$ cat src/rtl/seq_divider_pkg.sv
// Shared definitions for the sequential mult/div units: operand width and
// the handshake FSM state encoding.
package seq_divider_pkg;

    localparam int DIV_WIDTH = 32;

    typedef enum logic [2:0] {
        DIV_IDLE  = 3'd0,
        DIV_CALC  = 3'd1,
        DIV_FIX   = 3'd2,
        DIV_DONE  = 3'd3,
        DIV_DZERO = 3'd4
    } div_state_t;

endpackage

$ cat src/rtl/div_restore_step.sv
// One restoring-division iteration on unsigned magnitudes: shift {rem,q} left,
// trial-subtract the divisor, keep the result and set q[0] when it does not borrow.
module div_restore_step #(
    parameter int WIDTH = 32
) (
    input  logic [WIDTH-1:0] rem,
    input  logic [WIDTH-1:0] q,
    input  logic [WIDTH-1:0] divisor,
    output logic [WIDTH-1:0] rem_next,
    output logic [WIDTH-1:0] q_next
);

    logic [WIDTH:0] rem_sh;
    logic [WIDTH:0] diff;
    logic           borrow;
    logic           take;

    assign rem_sh = {rem, q[WIDTH-1]};
    assign {borrow, diff} = {1'b0, rem_sh} - {2'b00, divisor};

    // rem < divisor always holds, so a non-borrowing difference never sets diff[WIDTH].
    assign take     = ~(borrow | diff[WIDTH]);
    assign rem_next = take ? diff[WIDTH-1:0] : rem_sh[WIDTH-1:0];
    assign q_next   = {q[WIDTH-2:0], take};

endmodule

$ cat src/rtl/seq_divider.sv
// Multicycle signed divider for MIPS DIV: quotient to lo, remainder to hi,
// with a level DivCtrl request and level DivOut/divZero responses.
//
//  state | meaning
//  IDLE  | waiting for DivCtrl; accepts operands
//  CALC  | one restoring iteration per cycle, WIDTH cycles
//  FIX   | apply signs, load hi/lo
//  DONE  | DivOut held until DivCtrl falls
//  DZERO | divZero held until DivCtrl falls
module seq_divider
    import seq_divider_pkg::*;
#(
    parameter int WIDTH = DIV_WIDTH
) (
    input  logic             clk,
    input  logic             reset,
    input  logic             DivCtrl,
    input  logic [WIDTH-1:0] a,
    input  logic [WIDTH-1:0] b,
    output logic [WIDTH-1:0] hi,
    output logic [WIDTH-1:0] lo,
    output logic             DivOut,
    output logic             divZero,
    output logic             busy
);

    localparam int CW = (WIDTH > 2) ? $clog2(WIDTH) : 1;
    localparam logic [CW-1:0] LAST = CW'(WIDTH - 1);

    div_state_t       state;
    logic [WIDTH-1:0] rem;
    logic [WIDTH-1:0] q;
    logic [WIDTH-1:0] divisor;
    logic [WIDTH-1:0] rem_next;
    logic [WIDTH-1:0] q_next;
    logic [WIDTH-1:0] a_mag;
    logic [WIDTH-1:0] b_mag;
    logic [CW-1:0]    count;
    logic             sign_q;
    logic             sign_r;

    // |0x80..0| wraps back to 0x80..0, which is the correct unsigned magnitude.
    assign a_mag = a[WIDTH-1] ? -a : a;
    assign b_mag = b[WIDTH-1] ? -b : b;

    div_restore_step #(.WIDTH(WIDTH)) u_step (
        .rem      (rem),
        .q        (q),
        .divisor  (divisor),
        .rem_next (rem_next),
        .q_next   (q_next)
    );

    always_ff @(posedge clk) begin
        if (reset) begin
            state   <= DIV_IDLE;
            hi      <= '0;
            lo      <= '0;
            DivOut  <= 1'b0;
            divZero <= 1'b0;
            busy    <= 1'b0;
            count   <= '0;
            rem     <= '0;
            q       <= '0;
            divisor <= '0;
            sign_q  <= 1'b0;
            sign_r  <= 1'b0;
        end else begin
            case (state)
                DIV_IDLE: begin
                    if (DivCtrl) begin
                        if (b == '0) begin
                            state <= DIV_DZERO;
                        end else begin
                            q       <= a_mag;
                            divisor <= b_mag;
                            sign_q  <= a[WIDTH-1] ^ b[WIDTH-1];
                            sign_r  <= a[WIDTH-1];
                            rem     <= '0;
                            count   <= '0;
                            busy    <= 1'b1;
                            state   <= DIV_CALC;
                        end
                    end
                end
                DIV_CALC: begin
                    if (!DivCtrl) begin
                        busy  <= 1'b0;
                        state <= DIV_IDLE;
                    end else begin
                        rem   <= rem_next;
                        q     <= q_next;
                        count <= count + CW'(1);
                        if (count == LAST) begin
                            state <= DIV_FIX;
                        end
                    end
                end
                DIV_FIX: begin
                    busy <= 1'b0;
                    if (!DivCtrl) begin
                        state <= DIV_IDLE;
                    end else begin
                        lo    <= sign_q ? -q : q;
                        hi    <= sign_r ? -rem : rem;
                        state <= DIV_DONE;
                    end
                end
                DIV_DONE: begin
                    if (!DivCtrl) begin
                        DivOut <= 1'b0;
                        state  <= DIV_IDLE;
                    end else begin
                        DivOut <= 1'b1;
                    end
                end
                DIV_DZERO: begin
                    if (!DivCtrl) begin
                        divZero <= 1'b0;
                        state   <= DIV_IDLE;
                    end else begin
                        divZero <= 1'b1;
                    end
                end
                default: begin
                    busy    <= 1'b0;
                    DivOut  <= 1'b0;
                    divZero <= 1'b0;
                    state   <= DIV_IDLE;
                end
            endcase
        end
    end

endmodule

$ cat config.mk
export PLATFORM = sky130hd
export DESIGN_NAME = seq_divider
export DESIGN_NICKNAME = d
export VERILOG_FILES = /design/src/rtl/seq_divider_pkg.sv /design/src/rtl/div_restore_step.sv /design/src/rtl/seq_divider.sv
export SDC_FILE = /design/constraint.sdc
export NUM_CORES = 1
export LEC_CHECK = 0
export BUFFER_PORTS_ARGS = -buffer_cell sky130_fd_sc_hd__buf_2
export CORE_ASPECT_RATIO = 0.6
export CORE_MARGIN = 10
export CORE_UTILIZATION = 60
export DETAILED_ROUTE_END_ITERATION = 10
export PLACE_DENSITY = 0.82
export SYNTH_ARGS = -nofsm -noshare
export SYNTH_HDL_FRONTEND = slang
export SYNTH_SLANG_ARGS = --single-unit
export TNS_END_PERCENT = 100
$ cat constraint.sdc
create_clock -name clk -period 5.1 [get_ports clk]
set_input_delay 0.765 -clock clk [delete_from_list [all_inputs] [get_ports clk]]
set_output_delay 0.765 -clock clk [all_outputs]
set_load 0.01 [all_outputs]
==> results.json, run 1 <==
{
  "status": "complete, no violations",
  "synth.distinct_cells": 62,
  "hpwl_um": 24200,
  "setup_ws_ns": 0.9486,
  "std_cell_rows": 37,
  "ys_top_cells_by_area": "dfxtp_1 32%, a211oi_1 6.2%, xor2_1 6.1%, nor2_1 5.8%, xnor2_1 5.7%",
  "synthesis.nets": 1467,
  "finalSetupTns_ns": 0,
  "rsz0062_at_grt": "no",
  "area_delta_synth_final_pct": 12.13,
  "cts_resized": 0,
  "crit_type": "flip-flop to flip-flop",
  "post-place-ws_ns": 0.7657,
  "synth_top_area_cell": "dfxtp_1",
  "core_um2": 17360,
  "vias_per_cell": 6.343,
  "clock.fmax_mhz": 240.9,
  "synthFlopType": "dfxtp_1",
  "gp_congestion": 0.9827,
  "final_common_cell": "dfxtp_1",
  "wl_um": 32280,
  "grt_pass1_vias": 9066,
  "die_width_um": 192.7,
  "track_usage": 0.2604,
  "synth_area_per_cell_um2": 7.885,
  "crit_fanout": 27,
  "synthArstFlopShare": 0,
  "num_vias": 10660,
  "antenna_found_initial": 0,
  "ios": 134,
  "fin_worst_skew_ns": 0.01823,
  "layout_common_cells": "173 x dfxtp_1, 163 x nor2_1, 138 x nand2_1, 132 x buf_2, 89 x a211oi_1",
  "worst-slew-pin-transition_ns": 1.114,
  "period_share": 0.8140,
  "clockBufferDepth": 2,
  "cts_made_buffers": 17,
  "insertion_delay_ns": 0.44,
  "ys_seq_area_frac": 0.3227,
  "stdcell_count": 1680,
  "p_leak_nw": 4.850,
  "cp-start-kind": "flip-flop",
  "yosys_warnings": 0,
  "critPathCaptureType": "flip-flop",
  "hold_viol": 0,
  "synth_top_area_share": 0.3227,
  "peakVddDrop_mv": 0.1878,
  "synth-seq-cells": 173,
  "syn_inst": 1361,
  "num_antenna_cells": 0,
  "grt_pass1_wl_um": 49930,
  "synth_edf_count": 0,
  "placed_cells": 1648,
  "firstDrtPassIters": 8,
  "fin_util": 0.6931,
  "htree_levels": 4,
  "finalSetupViolCount": 0,
  "drtIter0Drc": 1493,
  "clkTransAtPathRegs_ns": 0.07,
  "io_buffers": 133,
  "cts_tree": "yes",
  "ctsHoldBuffers": 0,
  "drc": 0,
  "antenna_left": 0,
  "wire_per_inst_um": 19.22,
  "p_per_area_nw_per_um2": 276.9,
  "period_needed_ns": 4.151,
  "required_ns": 5.41,
  "slew_headroom": 0.2573,
  "die_h_um": 123.6,
  "arrival_ns": 4.46,
  "hold_path_class": "flip-flop to flip-flop",
  "postCtsSetupRepairBufs": 0,
  "initial_core_util": 0.6182,
  "mappedNetlistArea_um2": 10730,
  "drv_cap": 0,
  "overflow": 0,
  "grt_max_degree": 119,
  "drv_slew": 0,
  "dieArea_um2": 23810,
  "root_buffer": "clkbuf_16",
  "layout-drive-gt1-share": 0.1355,
  "cts.sinks": 173,
  "fin_nets": 1539
}
critical path: stages (launching register included):
cell and delay (ns):
dfxtp_1 0.50, ha_1 0.36, a21oi_1 0.34, o21ai_0 0.14
a221oi_1 0.64, o211ai_1 0.27, or4b_2 0.66, and2_1 0.54
nand3_1 0.43, o211ai_1 0.15
cell usage after synthesis, types with 3 or more instances:
master,count
dfxtp_1,173
nor2_1,165
nand2_1,138
a211oi_1,89
xor2_1,75
a21oi_1,74
clkbuf_1,71
xnor2_1,70
inv_1,60
o21ai_0,54
ha_1,38
o31ai_1,36
a222oi_1,30
o211ai_1,28
nand3_1,26
nor3_1,25
nand4_1,24
or4_1,15
o41ai_1,14
or3_1,14
a221o_1,12
buf_2,12
a21o_1,11
and3_1,9
nand2b_1,8
or2_2,8
nor4_1,7
a31oi_1,6
nor2b_1,6
and2_1,5
buf_1,5
a21boi_0,3
and4_1,3
mux2i_1,3
o2111ai_1,3
o221ai_1,3
o311ai_1,3
or4_4,3
metrics by stage:
step / hold WS, ns / total power, mW / cell area (um2)
2_1_floorplan: 0.4319 / 1.826 / 10730
3_3_place_gp: 0.4370 / 1.969 / 11410
3_5_place_dp: 0.4419 / 1.981 / 11410
4_1_cts: 0.4613 / 3.324 / 12030
5_1_grt: 0.4818 / 3.442 / 12030
6_report: 0.4584 / 3.331 / 12030
power by group:
| group | total [mW] | internal, mW | switching (mW) |
|---|---|---|---|
| Sequential | 1.45 | 1.39 | 0.0580 |
| Combinational | 0.528 | 0.202 | 0.326 |
| Clock | 1.36 | 0.713 | 0.643 |
| Total | 3.33 | 2.30 | 1.03 |
kinds of logic after synthesis:
kind of cell	share of synthesized area
compound gates	0.2562
xor+xnor	0.1183
fa+ha+maj	0.04617
buf+inv	0.05527
flops	0.3227
mux	0.002798
simple gates	0.1986
path summary, 6_finish.rpt:
path                                        endpoint  slack (ns)                 start  cells after the start
worst max register to register  rem[29]$_SDFFE_PP0P_        0.95  rem[10]$_SDFFE_PP0P_                      9
worst min register to register   lo[22]$_SDFFE_PP0P_        0.46   lo[22]$_SDFFE_PP0P_                      2
worst min-delay path             lo[22]$_SDFFE_PP0P_        0.46   lo[22]$_SDFFE_PP0P_                      2
worst max-delay path            rem[29]$_SDFFE_PP0P_        0.95  rem[10]$_SDFFE_PP0P_                      9
metal layers:
layer | track usage | vias to the layer above | wire length, um
met3 | 0.1052 | 18 | 5303
met5 | 0 | - | 0
met1 | 0.4205 | 4886 | 15510
met4 | 0.04484 | 0 | 174
li1 | - | 5122 | -
met2 | 0.3001 | 631 | 11300
flip-flops by register name, indices dropped and copies added, names as in the netlist:
register and cells:
lo 32, sign_q 1, q 32, busy 1, divisor 32, DivOut 1
sign_r 1, state 3, count 5, hi 32, rem 32, divZero 1
area by class of cell:
class                   count  area (um2)
clock buffers              17       425.4
clock inverters            15       195.2
fillers                  1431        5328
inverters                  60       225.2
multi-input cells        1038        6688
flip-flops and latches    173        3463
well taps                 234       292.8
repair buffers            143       743.2
Power figures use the tool's default switching activity.
==> run 2, diff against run 1 <==
CORE_UTILIZATION = 53   (was 60)
PLACE_DENSITY = 0.77   (was 0.82)
clock period = 3.8 ns   (was 5.1 ns; I/O delays follow)
==> run 2 against run 1 <==
Effect of this change:
- die area rose by 11%
- total power is 31% higher
- clock-buffer cell count up 1
- register-to-register slack got worse by 0.63 ns
- critical endpoint is now rem[2]$_SDFFE_PP0P_
==> results.json, run 2 (synthesized netlist as in run 1, its figures left out) <==
{
  "io_buffers": 133,
  "num_vias": 10510,
  "cpLargestDelayFamily": "simple AND/OR/NAND/NOR gates",
  "layout-drive-gt1-share": 0.1496,
  "insertion_delay_ns": 0.44,
  "crit_path_frequent_cell": "o211ai_1",
  "antenna_left": 0,
  "crit_path_top_delay_cell": "or4b_2",
  "drc": 0,
  "firstDrtPassIters": 7,
  "required_ns": 4.09,
  "slew_headroom": 0.4205,
  "dieArea_um2": 26530,
  "track_usage": 0.2344,
  "min_from": "DivCtrl",
  "clockBufferDepth": 2,
  "core_um2": 19970,
  "place_area_um2": 11710,
  "hold_path_class": "primary input to flip-flop",
  "fin_worst_skew_ns": 0.01384,
  "hold_depth": 3,
  "whs_endpoint": "state[2]$_SDFFE_PP0P_",
  "cp-startpoint": "divisor[0]$_SDFFE_PP0P_",
  "r2r_cells": 12,
  "fin_nets": 1564,
  "cts.sinks": 173,
  "ff2ff_setup_slack_ns": 0.32,
  "grt_pass1_vias": 8973,
  "initial_core_util": 0.5374,
  "ios": 134,
  "p_per_area_nw_per_um2": 353.9,
  "grt_pass1_wl_um": 50080,
  "htree_levels": 4,
  "critPathCaptureType": "flip-flop",
  "cts_tree": "yes",
  "overflow": 0,
  "finish.instance_area_um2": 12290,
  "arrival_ns": 3.77,
  "n_fill_cell": 1796,
  "crit_chain": "ha_1 > inv_1 > fa_1 > a211oi_1 > o211ai_1 > nand4_1 > o211ai_1 > or4b_2 > and2_1 > buf_4 > a21oi_1 > o31ai_1",
  "drtIter0Drc": 1213,
  "clkTransAtPathRegs_ns": 0.07,
  "peakVddDrop_mv": 0.3327,
  "r2r_end": "rem[2]$_SDFFE_PP0P_",
  "die_width_um": 203.7,
  "clock.fmax_mhz": 287.4,
  "finalSetupTns_ns": 0,
  "die_h_um": 130.2,
  "wire_per_inst_um": 18.51,
  "r2r_start": "divisor[0]$_SDFFE_PP0P_",
  "drv_slew": 0,
  "wl_um": 32270,
  "hpwl_um": 24780,
  "crit_type": "flip-flop to flip-flop",
  "ctsHoldBuffers": 0,
  "status": "complete, no violations",
  "hold_viol": 0,
  "power_mw": 4.350,
  "cp-start-kind": "flip-flop",
  "antenna_found_initial": 1,
  "p_leak_nw": 4.972,
  "cpPeakStageDelay_ns": 0.66,
  "layout_common_cells": "173 x dfxtp_1, 163 x nor2_1, 138 x nand2_1, 132 x buf_2, 89 x a211oi_1",
  "fin_util": 0.6154,
  "worst-slew-pin-transition_ns": 0.8692,
  "whs_ns": 0.4128,
  "num_antenna_cells": 0,
  "finalSetupViolCount": 0,
  "drv_cap": 0,
  "vias_per_cell": 6.027,
  "crit_fanout": 9,
  "worst-path-buf-inv": 2,
  "root_buffer": "clkbuf_16",
  "rsz0062_at_grt": "no",
  "std_cell_rows": 40,
  "area_delta_synth_final_pct": 14.52,
  "period_needed_ns": 3.480,
  "final_common_cell": "dfxtp_1",
  "period_share": 0.9157,
  "grt_max_degree": 86,
  "cts_made_buffers": 17,
  "gp_congestion": 0.9749
}
==> run 2: cell types whose count changed in the layout (fill, tap and decap cells not counted), sizes merged <==
cell | before | now
clkinvlp | 1 | 3
bufinv | 1 | 0
clkbuf | 17 | 18
buf | 143 | 168
clkinv | 5 | 4
inv | 68 | 67
==> run 2: layout make-up <==
type | count | area (um2) | share of cell area
inverters | 60 | 225.2 | 0.01833
repair buffers | 168 | 993.5 | 0.08084
multi-input cells | 1038 | 6693 | 0.5446
flip-flops and latches | 173 | 3463 | 0.2818
well taps | 273 | 341.6 | 0.02779
clock inverters | 14 | 143.9 | 0.01171
clock buffers | 18 | 429.2 | 0.03492
==> run 2: power by group <==
part / switching (mW) / internal (mW) / leakage [nW] / total (mW)
registers: 0.0771 / 1.87 / 1.41 / 1.94
clock network: 0.819 / 0.873 / 0.271 / 1.69
logic: 0.436 / 0.279 / 3.29 / 0.715
total: 1.33 / 3.02 / 4.97 / 4.35
==> run 2: stage by stage <==
step | std cells | worst slack (ns)
3_3_place_gp | 1712 | 0.1594
5_1_grt | 1744 | 0.1622
4_1_cts | 1744 | 0.3159
2_1_floorplan | 1361 | 0.3434
6_report | 1744 | 0.3204
3_5_place_dp | 1712 | 0.07961
==> run 2: worst max-delay path by stage <==
stage	cells after the start	to
after floorplan	9	q[15]$_SDFFE_PP0P_
after global placement	8	q[17]$_SDFFE_PP0P_
after detailed placement	8	q[7]$_SDFFE_PP0P_
after CTS	12	rem[24]$_SDFFE_PP0P_
after global routing	12	rem[2]$_SDFFE_PP0P_
final	12	rem[2]$_SDFFE_PP0P_
==> run 2: per-layer routing <==
layer | share of wire | vias up | track usage
li1 | - | 5182 | -
met1 | 0.52 | 4781 | 0.3888
met2 | 0.33 | 524 | 0.2594
met3 | 0.14 | 22 | 0.08666
met4 | 0.0053 | 2 | 0.03886
met5 | 0.00040 | - | 0
==> run 2: worst min-delay path, cell delays in order <==
cell,delay [ns]
buf_2,0.13
nand2_1,0.06
a211oi_1,0.04
==> run 2: repair_timing <==
item,CTS,global route
endpoints found under the setup margin,0,2
hold endpoints to repair,0,0
setup buffers,0,0
gates resized for setup,0,1
